### src/rtl/sprite_line_evaluator_if.sv
// Port bundle between the sprite line evaluator, the VGA timing source,
// the OAM RAM and the object engine.
interface sprite_line_evaluator_if #(
    parameter int AW    = 6,
    parameter int IW    = 3,
    parameter int CNT_W = 4
);
    // No valid/ready pairs: x/y advance every clock, OAM returns data one
    // cycle after oam_addr, and the cache read is combinational and valid in any cycle.
    logic [9:0]       x;
    logic [9:0]       y;
    logic [AW-1:0]    oam_addr;
    logic [31:0]      oam_data;
    logic [IW-1:0]    cache_idx;
    logic [31:0]      cache_entry;
    logic [CNT_W-1:0] sprite_count;
    logic             overflow;
    logic             eval_busy;
    logic [1:0]       dbg_state;

    modport slave (
        input  x, y, oam_data, cache_idx,
        output oam_addr, cache_entry, sprite_count, overflow, eval_busy, dbg_state
    );

    modport master (
        output x, y, oam_data, cache_idx,
        input  oam_addr, cache_entry, sprite_count, overflow, eval_busy, dbg_state
    );
endinterface

### src/rtl/sprite_line_evaluator.sv
// Scans OAM during hblank for sprites on the next line, fills a back cache,
// and swaps it to the front cache at end of line.
module sprite_line_evaluator #(
    parameter int OAM_DEPTH    = 64,
    parameter int CACHE_DEPTH  = 8,
    parameter int TILE_HEIGHT  = 32,
    parameter int H_EVAL_START = 640,
    parameter int H_TOTAL      = 800,
    parameter int V_TOTAL      = 525
) (
    input  logic                    clk,
    input  logic                    rst_n,
    sprite_line_evaluator_if.slave  bus
);
    localparam int AW = $clog2(OAM_DEPTH);
    localparam int IW = $clog2(CACHE_DEPTH);
    localparam int NW = $clog2(CACHE_DEPTH + 1);

    generate
        if (OAM_DEPTH + 3 > H_TOTAL - 1 - H_EVAL_START) begin : g_bad_timing
            $error("scan does not fit between H_EVAL_START and end of line");
        end
    endgenerate

    typedef enum logic [1:0] {S_IDLE, S_SCAN, S_DRAIN} state_e;

    state_e          state_q, state_d;
    logic [AW-1:0]   addr_q;
    logic            rd_valid_q;
    logic            busy_q;
    logic [9:0]      target_y_q;
    logic [31:0]     back_q  [CACHE_DEPTH];
    logic [31:0]     front_q [CACHE_DEPTH];
    logic [NW-1:0]   back_cnt_q, front_cnt_q;
    logic            back_ovf_q, front_ovf_q;

    logic            trig, swap, hit;
    logic [9:0]      pos_y;
    logic [10:0]     pos_y_end;

    assign trig      = (state_q == S_IDLE) && (bus.x == 10'(H_EVAL_START));
    assign swap      = (bus.x == 10'(H_TOTAL - 1));
    assign pos_y     = bus.oam_data[15:6];
    // 11-bit end so sprites near the bottom of the 10-bit range never wrap to line 0
    assign pos_y_end = {1'b0, pos_y} + 11'(TILE_HEIGHT);
    assign hit       = bus.oam_data[31] && (target_y_q >= pos_y)
                       && ({1'b0, target_y_q} < pos_y_end);

    always_ff @(posedge clk or negedge rst_n) begin
        if (!rst_n) state_q <= S_IDLE;
        else        state_q <= state_d;
    end

    always_comb begin
        state_d = state_q;
        case (state_q)
            S_IDLE:  if (trig) state_d = S_SCAN;
            S_SCAN:  if (addr_q == AW'(OAM_DEPTH - 1)) state_d = S_DRAIN;
            // Leave only once the entry read on the last SCAN cycle has been consumed
            S_DRAIN: if (!rd_valid_q) state_d = S_IDLE;
            default: state_d = S_IDLE;
        endcase
    end

    always_ff @(posedge clk or negedge rst_n) begin
        if (!rst_n) begin
            addr_q      <= '0;
            rd_valid_q  <= 1'b0;
            busy_q      <= 1'b0;
            target_y_q  <= '0;
            back_cnt_q  <= '0;
            front_cnt_q <= '0;
            back_ovf_q  <= 1'b0;
            front_ovf_q <= 1'b0;
            for (int i = 0; i < CACHE_DEPTH; i++) begin
                back_q[i]  <= '0;
                front_q[i] <= '0;
            end
        end else begin
            rd_valid_q <= (state_q == S_SCAN);

            if (trig) begin
                target_y_q <= (bus.y == 10'(V_TOTAL - 1)) ? 10'd0 : bus.y + 10'd1;
                addr_q     <= '0;
                busy_q     <= 1'b1;
                back_cnt_q <= '0;
                back_ovf_q <= 1'b0;
                for (int i = 0; i < CACHE_DEPTH; i++) back_q[i] <= '0;
            end

            if (state_q == S_SCAN && addr_q != AW'(OAM_DEPTH - 1))
                addr_q <= addr_q + AW'(1);

            // OAM order is preserved: each hit takes the next free slot
            if (rd_valid_q && hit) begin
                if (back_cnt_q < NW'(CACHE_DEPTH)) begin
                    back_q[back_cnt_q[IW-1:0]] <= bus.oam_data;
                    back_cnt_q                 <= back_cnt_q + NW'(1);
                end else begin
                    back_ovf_q <= 1'b1;
                end
            end

            if (state_q == S_DRAIN && !rd_valid_q)
                busy_q <= 1'b0;

            if (swap) begin
                front_cnt_q <= back_cnt_q;
                front_ovf_q <= back_ovf_q;
                for (int i = 0; i < CACHE_DEPTH; i++) front_q[i] <= back_q[i];
            end
        end
    end

    assign bus.oam_addr     = addr_q;
    assign bus.cache_entry  = front_q[bus.cache_idx];
    assign bus.sprite_count = front_cnt_q;
    assign bus.overflow     = front_ovf_q;
    assign bus.eval_busy    = busy_q;
    assign bus.dbg_state    = state_q;
endmodule
### src/flat_wrapper.sv
// flat-port wrapper written by rule: the top's interface ports become plain ports
module sprite_line_evaluator_flat 
#(
    parameter int OAM_DEPTH    = 64,
    parameter int CACHE_DEPTH  = 8,
    parameter int TILE_HEIGHT  = 32,
    parameter int H_EVAL_START = 640,
    parameter int H_TOTAL      = 800,
    parameter int V_TOTAL      = 525
)
  (clk, rst_n, bus_x, bus_y, bus_oam_data, bus_cache_idx, bus_oam_addr, bus_cache_entry, bus_sprite_count, bus_overflow, bus_eval_busy, bus_dbg_state);
  sprite_line_evaluator_if bus_i ();
  input  logic clk;
  input  logic rst_n;
  input wire logic [$bits(bus_i.x)-1:0] bus_x;
  input wire logic [$bits(bus_i.y)-1:0] bus_y;
  input wire logic [$bits(bus_i.oam_data)-1:0] bus_oam_data;
  input wire logic [$bits(bus_i.cache_idx)-1:0] bus_cache_idx;
  output wire logic [$bits(bus_i.oam_addr)-1:0] bus_oam_addr;
  output wire logic [$bits(bus_i.cache_entry)-1:0] bus_cache_entry;
  output wire logic [$bits(bus_i.sprite_count)-1:0] bus_sprite_count;
  output wire logic [$bits(bus_i.overflow)-1:0] bus_overflow;
  output wire logic [$bits(bus_i.eval_busy)-1:0] bus_eval_busy;
  output wire logic [$bits(bus_i.dbg_state)-1:0] bus_dbg_state;
  assign bus_i.x = bus_x;
  assign bus_i.y = bus_y;
  assign bus_i.oam_data = bus_oam_data;
  assign bus_i.cache_idx = bus_cache_idx;
  assign bus_oam_addr = bus_i.oam_addr;
  assign bus_cache_entry = bus_i.cache_entry;
  assign bus_sprite_count = bus_i.sprite_count;
  assign bus_overflow = bus_i.overflow;
  assign bus_eval_busy = bus_i.eval_busy;
  assign bus_dbg_state = bus_i.dbg_state;
  sprite_line_evaluator #(.OAM_DEPTH(OAM_DEPTH), .CACHE_DEPTH(CACHE_DEPTH), .TILE_HEIGHT(TILE_HEIGHT), .H_EVAL_START(H_EVAL_START), .H_TOTAL(H_TOTAL), .V_TOTAL(V_TOTAL)) u_core (.clk(clk), .rst_n(rst_n), .bus(bus_i));
endmodule
### config.mk
export PLATFORM = sky130hd
export DESIGN_NAME = sprite_line_evaluator_flat
export DESIGN_NICKNAME = d
export VERILOG_FILES = /design/src/rtl/sprite_line_evaluator_if.sv /design/src/rtl/sprite_line_evaluator.sv /design/src/flat_wrapper.sv
export SDC_FILE = /design/constraint.sdc
export NUM_CORES = 1
export LEC_CHECK = 0
export CAP_MARGIN = 10
export CORE_ASPECT_RATIO = 0.9
export CORE_MARGIN = 10
export CORE_UTILIZATION = 55
export CTS_CLUSTER_SIZE = 14
export DETAILED_ROUTE_END_ITERATION = 8
export GPL_TIMING_DRIVEN = 0
export HOLD_SLACK_MARGIN = 0.12
export PLACE_DENSITY = 0.88
export RECOVER_POWER = 100
export SLEW_MARGIN = 20
export SYNTH_ARGS = -nofsm -noshare
export SYNTH_HDL_FRONTEND = slang
export SYNTH_SLANG_ARGS = --single-unit
### constraint.sdc
create_clock -name clk -period 2.88 [get_ports clk]
set_clock_uncertainty 0.1 [all_clocks]
set_input_delay 0.288 -clock clk [delete_from_list [all_inputs] [get_ports clk]]
set_output_delay 0.288 -clock clk [all_outputs]
set_load 0.005 [all_outputs]
=== Word level (Yosys, flattened, before mapping) ===
Index checks and enable logic that the tools add are counted.
Widths: inputs -> output; s select.

* Flip-flop bits (word level): 542
* Bits of input ports: 57
* Output and inout bits: 46
* Logic and storage cells: 83

* Add/subtract/negate cells: 4
* Magnitude comparators: 6
* Eq/ne operators: 10
* Multiplexer cells: 24
* Bitwise logic cells: 2
* Reductions and logical operators: 12

{| class="wikitable"
|+ Operators by type and width
! operator !! count
|-
| $mux 256 || 3
|-
| $bwmux 256 || 1
|-
| $bmux 32 s3 || 1
|-
| $demux 32 s3 || 1
|-
| $mux 32 || 3
|-
| $eq 10x10->1 const B || 3
|-
| $mux 4 || 3
|-
| $mux 6 || 2
|-
| $add 10x6->11 const B || 1
|-
| $lt 10x11->1 || 1
|-
| $add 10x1->10 const B || 1
|-
| $ge 10x10->1 || 1
|-
| $mux 10 || 1
|-
| $ge 4x4->1 const B || 2
|-
| $not 3->4 || 2
|-
| $logic_and 1x1->1 || 7
|-
| $add 6x1->6 const B || 1
|-
| $eq 6x6->1 const B || 1
|-
| $mux 2 || 3
|-
| $ne 6x6->1 const B || 1
|-
| $pmux 2 s3 || 1
|-
| $mux 1 || 5
|-
| $add 4x1->4 const B || 1
|-
| $lt 4x1->1 const B || 1
|-
| 9 further kinds || 11
|}

=== Longest topological paths before layout ===
* Depth after elaboration: 8
* Gate-level depth with buffers: 13
* Depth with buffers taken out: 9

=== Worst setup path after synthesis ===
OpenSTA, ideal clock, no wires.

* Path kind: input to register
* Start point: input bus_oam_data[11]
* End point: register u_core.back_q[15] (netlist bit)
* Library setup time: 125 ps
* Data arrival time: 2826 ps
* Data required time: 2655 ps
* Path slack: -171 ps
* Cell stages on the path: 13
* Path buffers: 4
* Path through: clkbuf_2 > and3_4 > xnor2_1 > ha_1 > a21o_1 > a21oi_1 > o2111ai_4 > or2_0 > buf_2 > or4_4 > buf_6 > buf_6 > mux2i_1

* Longest elaborated chain between the ends: 5
* Elaborated cells between the ends (all ways): 7
* Those cells by class: add/sub: 1; order compare: 2; mux: 1; reduce/logical: 3

{| class="wikitable"
|+ Ends and longest elaborated chain
! element !! line !! text
|-
| start, declared || flat_wrapper.sv:17 || <nowiki>input wire logic [$bits(bus_i.oam_data)-1:0] bus_oam_data;</nowiki>
|-
| $add 10x6->11 or $ge 10x10->1 (tied branches) || sprite_line_evaluator.sv:45, sprite_line_evaluator.sv:46 ||
|-
| $lt 10x11->1 or $logic_and 1x1->1 (tied branches) || sprite_line_evaluator.sv:47, sprite_line_evaluator.sv:46 ||
|-
| $logic_and 1x1->1 * || sprite_line_evaluator.sv:47 || <nowiki>&& ({1'b0, target_y_q} < pos_y_end);</nowiki>
|-
| $logic_and 1x1->1 * || sprite_line_evaluator.sv:95 || <nowiki>if (rd_valid_q && hit) begin</nowiki>
|-
| $mux 256 * || sprite_line_evaluator.sv:95 ||
|-
| end signal, assigned by index || sprite_line_evaluator.sv:97 || <nowiki>back_q[back_cnt_q[IW-1:0]] <= bus.oam_data;</nowiki>
|-
| end, declared || sprite_line_evaluator.sv:32 || <nowiki>logic [31:0] back_q [CACHE_DEPTH];</nowiki>
|}

Every way passes the cells marked *; elsewhere a longest branch is shown, timed or not.
A chain may end at the register's enable or synchronous reset.

=== Worst setup path after layout ===
* Start point: input bus_oam_data[12]
* End point: register u_core.back_q[246] (netlist bit)

The elaborated chain is that of the path after synthesis.

==> impl_metrics.env <==
export IMPL_clock_latency_ps=610
export IMPL_drive_above_1_share_pct=28.1
export IMPL_rows=71
export IMPL_syn_area_um2=23400
export IMPL_muxShareOfSynthArea_pct=22.9
export IMPL_synth_top_area_share_pct=57.8
export IMPL_violations="max-capacitance violations, max-slew violations, negative setup slack"
export IMPL_drt_wl_total_mm=77.6
export IMPL_ant_nets=0
export IMPL_slew_violations=75
export IMPL_finalHoldViolCount=0
export IMPL_internal_power_mw=12.0
export IMPL_dieArea_um2=51300
export IMPL_syn_nets=2014
export IMPL_period_share_pct=108
export IMPL_worst_slack_ps=-233
export IMPL_syn_area_per_cell_um2=12.1
export IMPL_seqPwrFrac_pct=49.2
export IMPL_layoutNonFillerInstCount=2724
export IMPL_cts_tree="done"
export IMPL_synth_seq_cells=542
export IMPL_synth_compound_area_share_pct=5.41
export IMPL_wl_per_cell_um=28.5
export IMPL_first_global_vias=18600
export IMPL_slowest_delay_ps=540
export IMPL_root_buffer="clkbuf_16"
export IMPL_rrSetupSlack_ps=-190
export IMPL_status="complete, but fails checks"
export IMPL_hold_path_end="u_core.back_q[14]"
export IMPL_path_class="primary input to flip-flop"
export IMPL_worstHoldStart="bus_oam_data[14]"
export IMPL_design_area_um2=28200
export IMPL_cp_slowest_cell="or4_4"
export IMPL_fp_dieW_um=238
export IMPL_fmax_ghz=0.321
export IMPL_vias=18200
export IMPL_pwr_share_clk_pct=46.7
export IMPL_viasPerCell=6.68
export IMPL_synth_area_leaders="dfrtp_1 58%, mux2_2 14%, nand2_1 7.5%"
export IMPL_dr_first_iter_drc_count=2705
export IMPL_min_period_ps=3110
export IMPL_swShare_pct=22.7
export IMPL_drc_errors=0
export IMPL_ctsLongestPathBuffers=3
export IMPL_worst_slew_pin_slew_ps=1980
export IMPL_hp_class="primary input to flip-flop"
export IMPL_hold_path_depth=3
export IMPL_fin_setup_tns_ps=-23920
export IMPL_power_leakage_nw=13.8
export IMPL_grt_max_degree=108
export IMPL_drt_pass1_iterations=8
export IMPL_io_buffers=96
export IMPL_syn_to_final_growth_pct=20.3
export IMPL_worst_path_dominant_cell_family="simple AND/OR/NAND/NOR gates"
export IMPL_synth_edf_count=0
export IMPL_p_switching_mw=3.52
export IMPL_dp_cells=2585
export IMPL_h_tree_depth=2
export IMPL_max_cap_viol_count=1
export IMPL_place_ws_ps=-1530
export IMPL_grt_use_total_pct=27.7
export IMPL_arrival_ps=3500
export IMPL_setup_violations=271
export IMPL_floorplan_initialDensity_pct=55.9
export IMPL_power_density_nw_per_um2=550
export IMPL_die_y_um=216
export IMPL_async_reset_ff_share_pct=100
export IMPL_yosys_warnings=0
export IMPL_combinationalPowerShare_pct=4.1
export IMPL_synth_seq_area_share_pct=57.8
export IMPL_synth_top_family_by_area="multiplexers"
export IMPL_place_area_um2=25300
export IMPL_io_pins=103
export IMPL_yosys_area_share_simple_pct=9.25
export IMPL_path_buf_inv=4
export IMPL_path_cells="dlygate4sd2_1, clkbuf_8, and3_4, xnor2_4, ha_4, a21o_1, a21oi_2, o2111ai_4, or2_4, buf_2, or4_4, buf_12, mux2i_1"
export IMPL_hold_ws_ps=132
export IMPL_reg2regPathDepth=9
export IMPL_cts_sinks=542
export IMPL_yosys_most_used_dff="dfrtp_1"
export IMPL_cts_made_buffers=53
export IMPL_final_nets=2211
export IMPL_worstPathMaxFanout=10
export IMPL_max_vdd_ir_drop_mv=0.507
export IMPL_gp_congestion=0.917
export IMPL_timing_rr_end="u_core.back_q[246]"
export IMPL_worstPathRequired_ps=3270
export IMPL_r2r_start="u_core.target_y_q[8]"
export IMPL_crit_path_end_kind="flip-flop"
export IMPL_grt_pass1_wl_mm=110
export IMPL_yosys_cell_types_count=49
export IMPL_diodes=0
export IMPL_synthXorXnorAreaFrac_pct=0.486
export IMPL_coreArea_um2=41900
export IMPL_dpl_hpwl_mm=43.4
export IMPL_maxSlewHeadroom_pct=-31.8
export IMPL_clk_pin_slew_worst_paths_ps=70
export IMPL_synth_fa_ha_area_share_pct=1.07
export IMPL_grt_overflow=0
export IMPL_antenna_found_initial=0
export IMPL_grt_setup_unrepaired="true"
export IMPL_crit_path_start_kind="primary input"
export IMPL_netlist_instances=1937
export IMPL_ys_top_cells_by_count="542 x dfrtp_1, 467 x nand2_1, 293 x mux2_2"
export IMPL_synth_most_common_cell="dfrtp_1"
export IMPL_synth_top_cell_by_area="dfrtp_1"
==> tightest hold or removal path, delay by kind of cell <==
family | cells | cell delay, ps
buf+inv | 2 | 390
mux | 1 | 100
==> per-stage QoR <==
stage	utilization [%]	power, mW
final	67.3	15.5
after global routing	67.3	15.8
after CTS	65.9	15.4
after detailed placement	60.3	8.33
after global placement	60.0	8.31
after floorplan	-	7.96
==> flip-flops by register name, summed over array words and instances, names as in the netlist <==
| name | cells |
|---|---|
| u_core.back_q | 256 |
| u_core.front_q | 256 |
| u_core.target_y_q | 10 |
| u_core.bus.oam_addr | 6 |
| u_core.back_cnt_q | 4 |
| u_core.bus.sprite_count | 4 |
| u_core.bus.dbg_state | 2 |
| u_core.back_ovf_q | 1 |
| u_core.bus.eval_busy | 1 |
| u_core.bus.overflow | 1 |
| u_core.rd_valid_q | 1 |
==> cells in the final DEF (no fill, tap or decap), types with 58 or more instances in the layout <==
cell / instances
dfrtp_1: 539
clkdlybuf4s50_1: 75
o21ai_0: 146
mux4_2: 64
clkbuf_1: 76
mux2_2: 293
mux2i_1: 59
clkbuf_16: 58
nand2_1: 465
==> worst max-delay path by stage <==
stage	from	to	cells past startpoint
2_1_floorplan	bus_oam_data[11]	u_core.back_q[15]	13
3_3_place_gp	rst_n	u_core.back_q[82]	1
3_5_place_dp	bus_oam_data[11]	u_core.back_q[60]	13
4_1_cts	u_core.target_y_q[8]	u_core.back_q[81]	9
5_1_grt	bus_oam_data[12]	u_core.back_q[246]	13
6_report	bus_oam_data[12]	u_core.back_q[246]	13
==> cell families after synthesis <==
family,count (synthesis)
AO/OA/AOI/OAI,235
XOR/XNOR,13
adder cells (fa/ha/maj),20
buffers and inverters,172
flip-flops,542
multiplexers,420
AND/OR/NAND/NOR,535
==> timing repair <==
item,in CTS,in global routing
hold endpoints to repair,153,7
setup endpoints to repair,293,255
hold buffers,6,5
setup buffers,10,19
resized for setup,151,181
pin swaps,8,32
cloned,1,3
==> metal layers <==
| layer | GRT usage (%) | vias up | share of wire (%) |
|---|---|---|---|
| met5 | 0 | - | 0 |
| met4 | 16.1 | 0 | 7.5 |
| met3 | 8.37 | 510 | 13 |
| met2 | 43.7 | 1642 | 46 |
| met1 | 33.3 | 8994 | 34 |
| li1 | - | 7051 | - |
==> cell type report <==
| cell class | count | area, um2 |
|---|---|---|
| multi-input cells | 1223 | 9620 |
| fillers | 2531 | 13700 |
| clock inverters | 14 | 159 |
| flip-flops and latches | 542 | 13600 |
| well taps | 547 | 684 |
| repair buffers | 145 | 1510 |
| plain buffers | 128 | 888 |
| inverters | 41 | 154 |
| clock buffers | 84 | 1640 |
==> power groups by stage <==
| stage | registers, mW | clock network (mW) | logic [mW] |
|---|---|---|---|
| detailed placement | 7.77 | 0 | 0.558 |
| global placement | 7.79 | 0 | 0.517 |
| CTS | 7.64 | 7.14 | 0.598 |
| global route | 7.63 | 7.54 | 0.671 |
| finish | 7.64 | 7.24 | 0.630 |
| floorplan | 7.77 | 0 | 0.187 |
(Power assumes the default switching activity.)
